<file path="src/rtl/otter_pkg.sv">
// otter_pkg: shared encodings for the OTTER control unit.
//   alu_fun_t  - ALU operation codes driven on alu_fun
//   opcode_t   - RV32I major opcodes recognised by the decoder
//   state_t    - control FSM states (ST_INIT..ST_INTR = 0..4)
//   SRCA_/SRCB_/PC_/RF_ constants - mux select encodings
//   dec_t      - decoder result handed to the FSM for strobe gating
package otter_pkg;

  typedef enum logic [3:0] {
    ALU_ADD   = 4'b0000,
    ALU_SLL   = 4'b0001,
    ALU_SLT   = 4'b0010,
    ALU_SLTU  = 4'b0011,
    ALU_XOR   = 4'b0100,
    ALU_SRL   = 4'b0101,
    ALU_OR    = 4'b0110,
    ALU_AND   = 4'b0111,
    ALU_SUB   = 4'b1000,
    ALU_COPYA = 4'b1001,
    ALU_SRA   = 4'b1101
  } alu_fun_t;

  typedef enum logic [6:0] {
    OPC_LUI    = 7'b0110111,
    OPC_AUIPC  = 7'b0010111,
    OPC_JAL    = 7'b1101111,
    OPC_JALR   = 7'b1100111,
    OPC_BRANCH = 7'b1100011,
    OPC_LOAD   = 7'b0000011,
    OPC_STORE  = 7'b0100011,
    OPC_OPIMM  = 7'b0010011,
    OPC_OP     = 7'b0110011,
    OPC_SYSTEM = 7'b1110011
  } opcode_t;

  typedef enum logic [2:0] {
    ST_INIT  = 3'd0,
    ST_FETCH = 3'd1,
    ST_EXEC  = 3'd2,
    ST_WB    = 3'd3,
    ST_INTR  = 3'd4
  } state_t;

  localparam logic       SRCA_RS1  = 1'b0;
  localparam logic       SRCA_UIMM = 1'b1;

  localparam logic [2:0] SRCB_RS2  = 3'd0;
  localparam logic [2:0] SRCB_IIMM = 3'd1;
  localparam logic [2:0] SRCB_SIMM = 3'd2;
  localparam logic [2:0] SRCB_PC   = 3'd3;
  localparam logic [2:0] SRCB_CSR  = 3'd4;

  localparam logic [2:0] PC_PLUS4  = 3'd0;
  localparam logic [2:0] PC_JALR   = 3'd1;
  localparam logic [2:0] PC_BRANCH = 3'd2;
  localparam logic [2:0] PC_JAL    = 3'd3;
  localparam logic [2:0] PC_MTVEC  = 3'd4;
  localparam logic [2:0] PC_MEPC   = 3'd5;

  localparam logic [1:0] RF_PC4    = 2'd0;
  localparam logic [1:0] RF_CSR    = 2'd1;
  localparam logic [1:0] RF_MEM    = 2'd2;
  localparam logic [1:0] RF_ALU    = 2'd3;

  localparam logic [31:0] INSTR_MRET = 32'h3020_0073;

  typedef struct packed {
    logic [3:0] alu_fun;
    logic       srca_sel;
    logic [2:0] srcb_sel;
    logic [2:0] pc_sel;
    logic [1:0] rf_wr_sel;
    logic       load;    // needs the WB state
    logic       store;
    logic       rf_wr;
    logic       csr_wr;
    logic       mret;
  } dec_t;

endpackage

</file>
<file path="src/rtl/otter_decoder.sv">
// otter_decoder: purely combinational decode of the instruction register and
// branch comparator flags into ALU op, operand/PC/writeback selects and
// instruction-class flags. No state, no strobes.
//   ir              in  instruction word
//   br_eq/lt/ltu    in  branch comparator results
//   dec             out decoded fields (dec_t)
// OTTER_INTR_EN: when defined, SYSTEM decodes CSRRW and MRET; otherwise
// SYSTEM falls into the NOP default.
module otter_decoder
  import otter_pkg::*;
(
  input  logic [31:0] ir,
  input  logic        br_eq,
  input  logic        br_lt,
  input  logic        br_ltu,
  output dec_t        dec
);

  logic [6:0] opc;
  logic [2:0] f3;
  logic       taken;

  assign opc = ir[6:0];
  assign f3  = ir[14:12];

  // 010/011 are not branch encodings and never redirect
  always_comb begin
    taken = 1'b0;
    case (f3)
      3'b000:  taken = br_eq;
      3'b001:  taken = ~br_eq;
      3'b100:  taken = br_lt;
      3'b101:  taken = ~br_lt;
      3'b110:  taken = br_ltu;
      3'b111:  taken = ~br_ltu;
      default: taken = 1'b0;
    endcase
  end

  always_comb begin
    dec = '0;
    case (opc)
      OPC_OP: begin
        dec.alu_fun   = {ir[30], f3};
        dec.rf_wr_sel = RF_ALU;
        dec.rf_wr     = 1'b1;
      end
      OPC_OPIMM: begin
        // ir[30] is immediate data except for SRAI
        dec.alu_fun   = {ir[30] & (f3 == 3'b101), f3};
        dec.srcb_sel  = SRCB_IIMM;
        dec.rf_wr_sel = RF_ALU;
        dec.rf_wr     = 1'b1;
      end
      OPC_LUI: begin
        dec.alu_fun   = ALU_COPYA;
        dec.srca_sel  = SRCA_UIMM;
        dec.rf_wr_sel = RF_ALU;
        dec.rf_wr     = 1'b1;
      end
      OPC_AUIPC: begin
        dec.alu_fun   = ALU_ADD;
        dec.srca_sel  = SRCA_UIMM;
        dec.srcb_sel  = SRCB_PC;
        dec.rf_wr_sel = RF_ALU;
        dec.rf_wr     = 1'b1;
      end
      OPC_JAL: begin
        dec.pc_sel    = PC_JAL;
        dec.rf_wr_sel = RF_PC4;
        dec.rf_wr     = 1'b1;
      end
      OPC_JALR: begin
        dec.alu_fun   = ALU_ADD;
        dec.srcb_sel  = SRCB_IIMM;
        dec.pc_sel    = PC_JALR;
        dec.rf_wr_sel = RF_PC4;
        dec.rf_wr     = 1'b1;
      end
      OPC_BRANCH: dec.pc_sel = taken ? PC_BRANCH : PC_PLUS4;
      OPC_LOAD: begin
        dec.alu_fun   = ALU_ADD;
        dec.srcb_sel  = SRCB_IIMM;
        dec.rf_wr_sel = RF_MEM;
        dec.load      = 1'b1;
      end
      OPC_STORE: begin
        dec.alu_fun   = ALU_ADD;
        dec.srcb_sel  = SRCB_SIMM;
        dec.store     = 1'b1;
      end
`ifdef OTTER_INTR_EN
      OPC_SYSTEM: begin
        if (ir == INSTR_MRET) begin
          dec.pc_sel = PC_MEPC;
          dec.mret   = 1'b1;
        end else if (f3 == 3'b001) begin
          // CSRRW: rs1 passes through the ALU into the CSR, old CSR to rd
          dec.alu_fun   = ALU_COPYA;
          dec.rf_wr_sel = RF_CSR;
          dec.rf_wr     = 1'b1;
          dec.csr_wr    = 1'b1;
        end
      end
`endif
      default: ;
    endcase
  end

`ifndef OTTER_INTR_EN
  logic unused_ir;
  assign unused_ir = ^{ir[31], ir[29:15], ir[11:7]};
`endif

endmodule

</file>
<file path="src/rtl/otter_ctrl_unit.sv">
// otter_ctrl_unit: multi-cycle control FSM for the OTTER RV32I core.
// Sequences INIT -> FETCH -> EXEC [-> WB] [-> INTR] -> FETCH and gates the
// decoder output into PC/RF/memory/CSR strobes. All outputs are
// combinational from the registered state plus ir, so an async reset
// drops every strobe in the same cycle.
//   clk, rst_n        core clock, async active-low reset
//   ir, br_*          instruction and branch flags
//   intr, mie         interrupt request / enable
//   alu_fun, alu_src*_sel, pc_sel, rf_wr_sel   datapath selects
//   pc_write, rf_write, mem_rden1/2, mem_we2, csr_we, int_taken, mret_exec
// OTTER_INTR_EN: enables interrupt entry, CSRRW and MRET; when undefined
// intr/mie are ignored and csr_we/int_taken/mret_exec stay 0.
module otter_ctrl_unit
  import otter_pkg::*;
#(
  parameter int RST_FETCH_DLY = 1
) (
  input  logic        clk,
  input  logic        rst_n,
  input  logic [31:0] ir,
  input  logic        br_eq,
  input  logic        br_lt,
  input  logic        br_ltu,
  input  logic        intr,
  input  logic        mie,
  output logic [3:0]  alu_fun,
  output logic        alu_srcA_sel,
  output logic [2:0]  alu_srcB_sel,
  output logic [2:0]  pc_sel,
  output logic [1:0]  rf_wr_sel,
  output logic        pc_write,
  output logic        rf_write,
  output logic        mem_rden1,
  output logic        mem_rden2,
  output logic        mem_we2,
  output logic        csr_we,
  output logic        int_taken,
  output logic        mret_exec
);

  state_t     state, nxt;
  logic [1:0] cnt;
  dec_t       dec;
  logic       intr_req;

  otter_decoder u_dec (
    .ir     (ir),
    .br_eq  (br_eq),
    .br_lt  (br_lt),
    .br_ltu (br_ltu),
    .dec    (dec)
  );

`ifdef OTTER_INTR_EN
  assign intr_req = intr & mie;
`else
  logic unused_intr;
  assign intr_req    = 1'b0;
  assign unused_intr = intr ^ mie;
`endif

  always_ff @(posedge clk or negedge rst_n) begin
    if (!rst_n) begin
      state <= ST_INIT;
      cnt   <= '0;
    end else begin
      state <= nxt;
      cnt   <= (state == ST_INIT) ? cnt + 2'd1 : '0;
    end
  end

  always_comb begin
    nxt          = state;
    alu_fun      = ALU_ADD;
    alu_srcA_sel = SRCA_RS1;
    alu_srcB_sel = SRCB_RS2;
    pc_sel       = PC_PLUS4;
    rf_wr_sel    = RF_PC4;
    pc_write     = 1'b0;
    rf_write     = 1'b0;
    mem_rden1    = 1'b0;
    mem_rden2    = 1'b0;
    mem_we2      = 1'b0;
    csr_we       = 1'b0;
    int_taken    = 1'b0;
    mret_exec    = 1'b0;
    case (state)
      ST_INIT: if (cnt == 2'(RST_FETCH_DLY - 1)) nxt = ST_FETCH;
      ST_FETCH: begin
        mem_rden1 = 1'b1;
        nxt       = ST_EXEC;
      end
      ST_EXEC: begin
        alu_fun      = dec.alu_fun;
        alu_srcA_sel = dec.srca_sel;
        alu_srcB_sel = dec.srcb_sel;
        pc_sel       = dec.pc_sel;
        rf_wr_sel    = dec.rf_wr_sel;
        if (dec.load) begin
          // PC holds until WB so the load address stays stable
          mem_rden2 = 1'b1;
          nxt       = ST_WB;
        end else begin
          pc_write = 1'b1;
          rf_write = dec.rf_wr;
          mem_we2  = dec.store;
`ifdef OTTER_INTR_EN
          csr_we    = dec.csr_wr;
          mret_exec = dec.mret;
`endif
          nxt = intr_req ? ST_INTR : ST_FETCH;
        end
      end
      ST_WB: begin
        alu_fun      = dec.alu_fun;
        alu_srcA_sel = dec.srca_sel;
        alu_srcB_sel = dec.srcb_sel;
        pc_sel       = dec.pc_sel;
        rf_wr_sel    = RF_MEM;
        rf_write     = 1'b1;
        pc_write     = 1'b1;
        nxt          = intr_req ? ST_INTR : ST_FETCH;
      end
      ST_INTR: begin
        pc_sel   = PC_MTVEC;
        pc_write = 1'b1;
`ifdef OTTER_INTR_EN
        int_taken = 1'b1;
`endif
        nxt = ST_FETCH;
      end
      default: nxt = ST_INIT;
    endcase
  end

endmodule

</file>
<file path="config.mk">
export PLATFORM = sky130hd
export DESIGN_NAME = otter_ctrl_unit
export DESIGN_NICKNAME = d
export VERILOG_FILES = /design/src/rtl/otter_pkg.sv /design/src/rtl/otter_decoder.sv /design/src/rtl/otter_ctrl_unit.sv
export SDC_FILE = /design/constraint.sdc
export NUM_CORES = 1
export LEC_CHECK = 0
export BUFFER_PORTS_ARGS = -buffer_cell sky130_fd_sc_hd__buf_2
export CAP_MARGIN = 20
export CORE_MARGIN = 2
export CORE_UTILIZATION = 39
export CTS_BUF_LIST = sky130_fd_sc_hd__clkbuf_8
export CTS_CLUSTER_SIZE = 14
export DETAILED_ROUTE_END_ITERATION = 16
export PLACE_DENSITY = 0.95
export SETUP_SLACK_MARGIN = 0.4
export SLEW_MARGIN = 20
export SYNTH_ARGS = -nofsm -noshare
export SYNTH_HDL_FRONTEND = slang
export SYNTH_HIERARCHICAL = 1
export SYNTH_SLANG_ARGS = --single-unit
</file>
<file path="constraint.sdc">
create_clock -name clk -period 2.4 [get_ports clk]
set_input_delay 0 -clock clk [delete_from_list [all_inputs] [get_ports clk]]
set_output_delay 0 -clock clk [all_outputs]
set_load 0.05 [all_outputs]
</file>
Word-level counts from Yosys, hierarchy flattened
Cells that the tools add are included.
Widths: inputs -> output; s select.

word-level totals
  bits in registers = 5
  latch bits = 0
  RAM bits = 0
  bits in read-only memories = 0
  input port bits = 39
  logic and storage cells = 63
  memories kept = 0

operators by class
  add/subtract/negate cells = 1
  $mul = 0
  div/mod/pow operators = 0
  $lt $le $gt $ge = 0
  eq/ne operators = 19
  shifts and indexed selects = 0
  mux-type cells = 28
  bitwise operators = 4
  reduce and logical (&&, ||, !) cells = 9

operator list
  cell                number
  $eq 7x6->1 const B  3
  $eq 7x7->1 const B  3
  $eq 3x3->1 const B  5
  $eq 7x5->1 const B  2
  $mux 1              12
  $pmux 3 s4          1
  $pmux 4 s3          1
  $pmux 3 s3          1
  $pmux 2 s2          2
  $eq 7x2->1 const B  1
  $eq 3x1->1 const B  2
  $eq 3x2->1 const B  2
  $logic_not 3->1     2
  $mux 2              3
  $mux 3              2
  $pmux 1 s6          1
  $pmux 2 s3          1
  $pmux 3 s2          1
  $reduce_or 2->1     3
  $reduce_or 6->1     1
  $mux 4              1
  $pmux 1 s2          2
  $reduce_or 4->1     1
  $not 1->1           3
  other kinds (5)     5

Longest topological paths before layout
  depth in word-level cells = 5
  gate-level depth with buffers = 6
  depth with buffers taken out = 6

Modules after synthesis
The synthesis kept the hierarchy.

modules (own cells, without submodules)
  module           times used  cells an instance  area each (um2)  seq. area each (um2)
  otter_ctrl_unit  1           37                 326.6            100.1
  otter_decoder    1           43                 264.0            0.0

Worst setup path after synthesis
OpenSTA, ideal clock, no wires.

  kind = in2out
  start point = in ir[5]
  end point = out rf_write
  arrival time = 1.659 ns
  required time = 2.400 ns
  slack = 0.741 ns
  stages on the path = 5
  path buffers = 1
  cell sequence = clkbuf_1 nand4_1 nand2_1 nand2b_1 a21boi_0

RTL lines
  element          line                   RTL
  start, declared  otter_ctrl_unit.sv:20  input logic [31:0] ir,
  end, declared    otter_ctrl_unit.sv:32  output logic rf_write,

Final worst setup path
  start point = reg state[1]
  end point = out mem_we2

between the ends
  longest elaborated chain between the ends = 2

ends and longest elaborated chain
  element                 line                   RTL
  start, declared         otter_ctrl_unit.sv:41  state_t state, nxt;
  start signal, assigned  otter_ctrl_unit.sv:67  state <= nxt;
  $eq 3x2->1              otter_ctrl_unit.sv:87  case (state)
  $mux 1                  otter_ctrl_unit.sv:87
  end, declared           otter_ctrl_unit.sv:35  output logic mem_we2,

Every way passes these cells.

==> flow_summary.rst <==
.. list-table::
   :header-rows: 1

   * - Metric
     - Value
   * - Total grt overflow
     - 0
   * - Crit Path Max Fanout
     - 21
   * - TritonCTS clock tree
     - yes
   * - Number of global-route vias before repair
     - 553
   * - Launching point of the worst reg2reg path
     - state[1]
   * - Max frequency
     - between 700 and 800 MHz
   * - Antenna violations before repair
     - 0
   * - Internal power component
     - 0.195 mW
   * - Critical path's top delay family
     - flip-flops
   * - Design Power
     - 0.264 mW
   * - Overall Global Routing Usage
     - 0.164
   * - Maximum clock insertion buffer count
     - 2
   * - Clock Root Buffer
     - sky130_fd_sc_hd__clkbuf_8
   * - Wire length of the first global-routing pass
     - ~2.3 mm
   * - Floorplan die height
     - between 40 and 50 µm
   * - Clock tree sinks
     - 4
   * - Sum Neg Setup Slack
     - 0 ns
   * - Number of standard cells after synthesis
     - between 70 and 80
   * - DIE AREA
     - 0.00180 mm²
   * - Worst voltage drop across the vdd grid
     - 0.348 mV
   * - Switching fraction of total power
     - 0.263
   * - Wire per inst
     - 11.0 µm
   * - Placeable core region
     - about 0.0013 mm²
   * - Clock slew at the register clock pins of the worst setup and hold paths
     - 0.03 ns
   * - Detailed-route vias per instance
     - 4.96
   * - DRC
     - 0
   * - Hold-fix buffer count after cts
     - 1
   * - Final min period
     - 1.39 ns
   * - H-Tree Depth
     - 1
   * - Detailed router's first-iteration violation count
     - 8
   * - Post-Syn Area per Cell
     - 7.38 µm²
   * - Max Transition Viols Final
     - 0
   * - Maximum number of pins on one net before global-route repair
     - 22
   * - CP peak stage delay
     - 0.61 ns
   * - Unrepaired setup endpoints after global routing
     - no
   * - Reg2reg path depth
     - 2
   * - Critical path cell sequence
     - and4bb_2 -> buf_2
   * - Total iterations of the first detailed-routing run
     - 5
   * - Post-synthesis instance area
     - 576 µm²
   * - Final setup vio count
     - 0
   * - Run status
     - completed
   * - Fin Hold WS
     - 0.138 ns
   * - Antenna cells
     - 0
   * - Final Net Count
     - 150
   * - Overall routed net length
     - 1.35 mm
   * - Via count of the routed design
     - 610
   * - Max Clock Skew
     - 0.000170 ns
   * - Pwr/cell area
     - 350 mW/mm²
   * - Critical setup path kind
     - flip-flop to output pin
   * - Comb power frac
     - 0.196
   * - Clk network pwr share
     - 0.545
   * - Data required time at the worst endpoint
     - between 2 and 2.5 ns
   * - Arrival time worst endpoint
     - 1.39 ns
   * - Worst Setup End Kind
     - output pin
   * - P_sw
     - 0.0695 mW
   * - Relative area change from synthesis to final layout
     - 31.1%
   * - Critical Path Slowest Stage Cell
     - sky130_fd_sc_hd__dfrtp_1
   * - Startpoint type of the worst setup path
     - flip-flop
   * - Synth warnings
     - 6
   * - Number of port buffers
     - 31
   * - Share of layout cells above drive strength 1
     - 0.389
   * - Top-level port count
     - 60
   * - Capture instance of the worst register-to-register path
     - state[1]
   * - Initial core utilization
     - 0.432
   * - Number of hold-slack violations in the final timing report
     - 0
   * - Num CTS Buffers
     - 3
   * - Chip Width
     - 42.4 µm
   * - Number of setup buffers added after CTS
     - 0
   * - Maximum capacitance violations
     - 0
   * - Sum of buffers and inverters on the critical path
     - 1
   * - Proportion of power drawn by flip-flops and latches
     - 0.260
   * - Routability Congestion
     - between 0.8 and 0.9
   * - Reg-to-reg setup timing slack
     - 1.16 ns
   * - Final critical-path share of the clock period
     - 0.578
   * - Hold crit path type
     - input pin to asynchronous set/reset pin
   * - Leakage dissipation
     - 0.452 nW
   * - Placement Rows
     - 13
   * - Detailed Place HPWL
     - 1.07 mm
   * - Post-cts gate resize count
     - 0
   * - Clock Latency Late Sink
     - 0.22 ns
   * - Number of routed nets with antenna violations
     - 0
[layer usage]
| metal | GRT usage | vias up | part of all wire |
|---|---|---|---|
| li1 | - | 309 | - |
| met1 | 0.189 | 279 | 0.43 |
| met2 | 0.283 | 22 | 0.51 |
| met3 | 0.0690 | 0 | 0.064 |
| met4 | 0.0313 | 0 | 0 |
| met5 | 0 | - | 0 |
[worst reg2reg max path: stages, from the launching register on]
cell                      delay [ns]
sky130_fd_sc_hd__dfrtp_1        0.61
sky130_fd_sc_hd__and2b_2        0.28
sky130_fd_sc_hd__or2_1          0.22
[per-stage QoR]
stage / worst slack [ns] / instance area, µm² / instances / utilization
finish: 1.01 / 754 / 123 / 0.566
global route: 0.920 / 754 / 123 / 0.566
CTS: 0.998 / 754 / 123 / 0.566
detailed placement: 1.16 / 703 / 119 / 0.527
global placement: 1.18 / 703 / 119 / 0.527
floorplan: 0.741 / 587 / 81 / -
[how the worst max path moves through the flow]
stage / from / endpoint / slack [ns] / depth (start not counted)
floorplan: ir[5] / rf_write / 0.74 / 5
global placement: state[1] / state[1] / 1.18 / 2
detailed placement: state[1] / state[1] / 1.16 / 2
CTS: state[1] / mem_we2 / 1.0 / 2
global route: state[1] / mem_we2 / 0.92 / 2
finish: state[1] / mem_we2 / 1.01 / 2
[power by group through the flow]
stage | Combinational [mW] | Sequential, mW | Clock (mW)
after floorplan | 0.0364 | 0.0690 | 0
after CTS | 0.0513 | 0.0686 | 0.144
after global placement | 0.0481 | 0.0693 | 0
after global routing | 0.0571 | 0.0686 | 0.150
after detailed placement | 0.0498 | 0.0693 | 0
final | 0.0518 | 0.0685 | 0.144
[cell type report]
class / instances / area, µm²
fill: 124 / 579
multi-input combinational: 64 / 410
timing repair buffer: 32 / 165
sequential: 4 / 100
clock buffer: 3 / 41.3
inverter: 5 / 18.8
tap: 15 / 18.8
[layout by cell type (no fill, tap or decap), types with 2 or more instances in the layout]
cell and n:
sky130_fd_sc_hd__mux2i_1 2, sky130_fd_sc_hd__buf_2 31, sky130_fd_sc_hd__nor2_1 5, sky130_fd_sc_hd__clkbuf_8 3, sky130_fd_sc_hd__and3_1 2, sky130_fd_sc_hd__inv_1 5, sky130_fd_sc_hd__nand2_1 5, sky130_fd_sc_hd__conb_1 5
sky130_fd_sc_hd__and2_1 13, sky130_fd_sc_hd__and2_4 2, sky130_fd_sc_hd__nor2b_1 2, sky130_fd_sc_hd__a21boi_0 2, sky130_fd_sc_hd__and2_2 2, sky130_fd_sc_hd__dfrtp_1 4, sky130_fd_sc_hd__nand3_1 5
[state kept, by name, indices dropped and copies added, names as in the netlist]
signal,cells
cnt,2
state,2
Note: power is estimated with default switching activity, not from simulation.
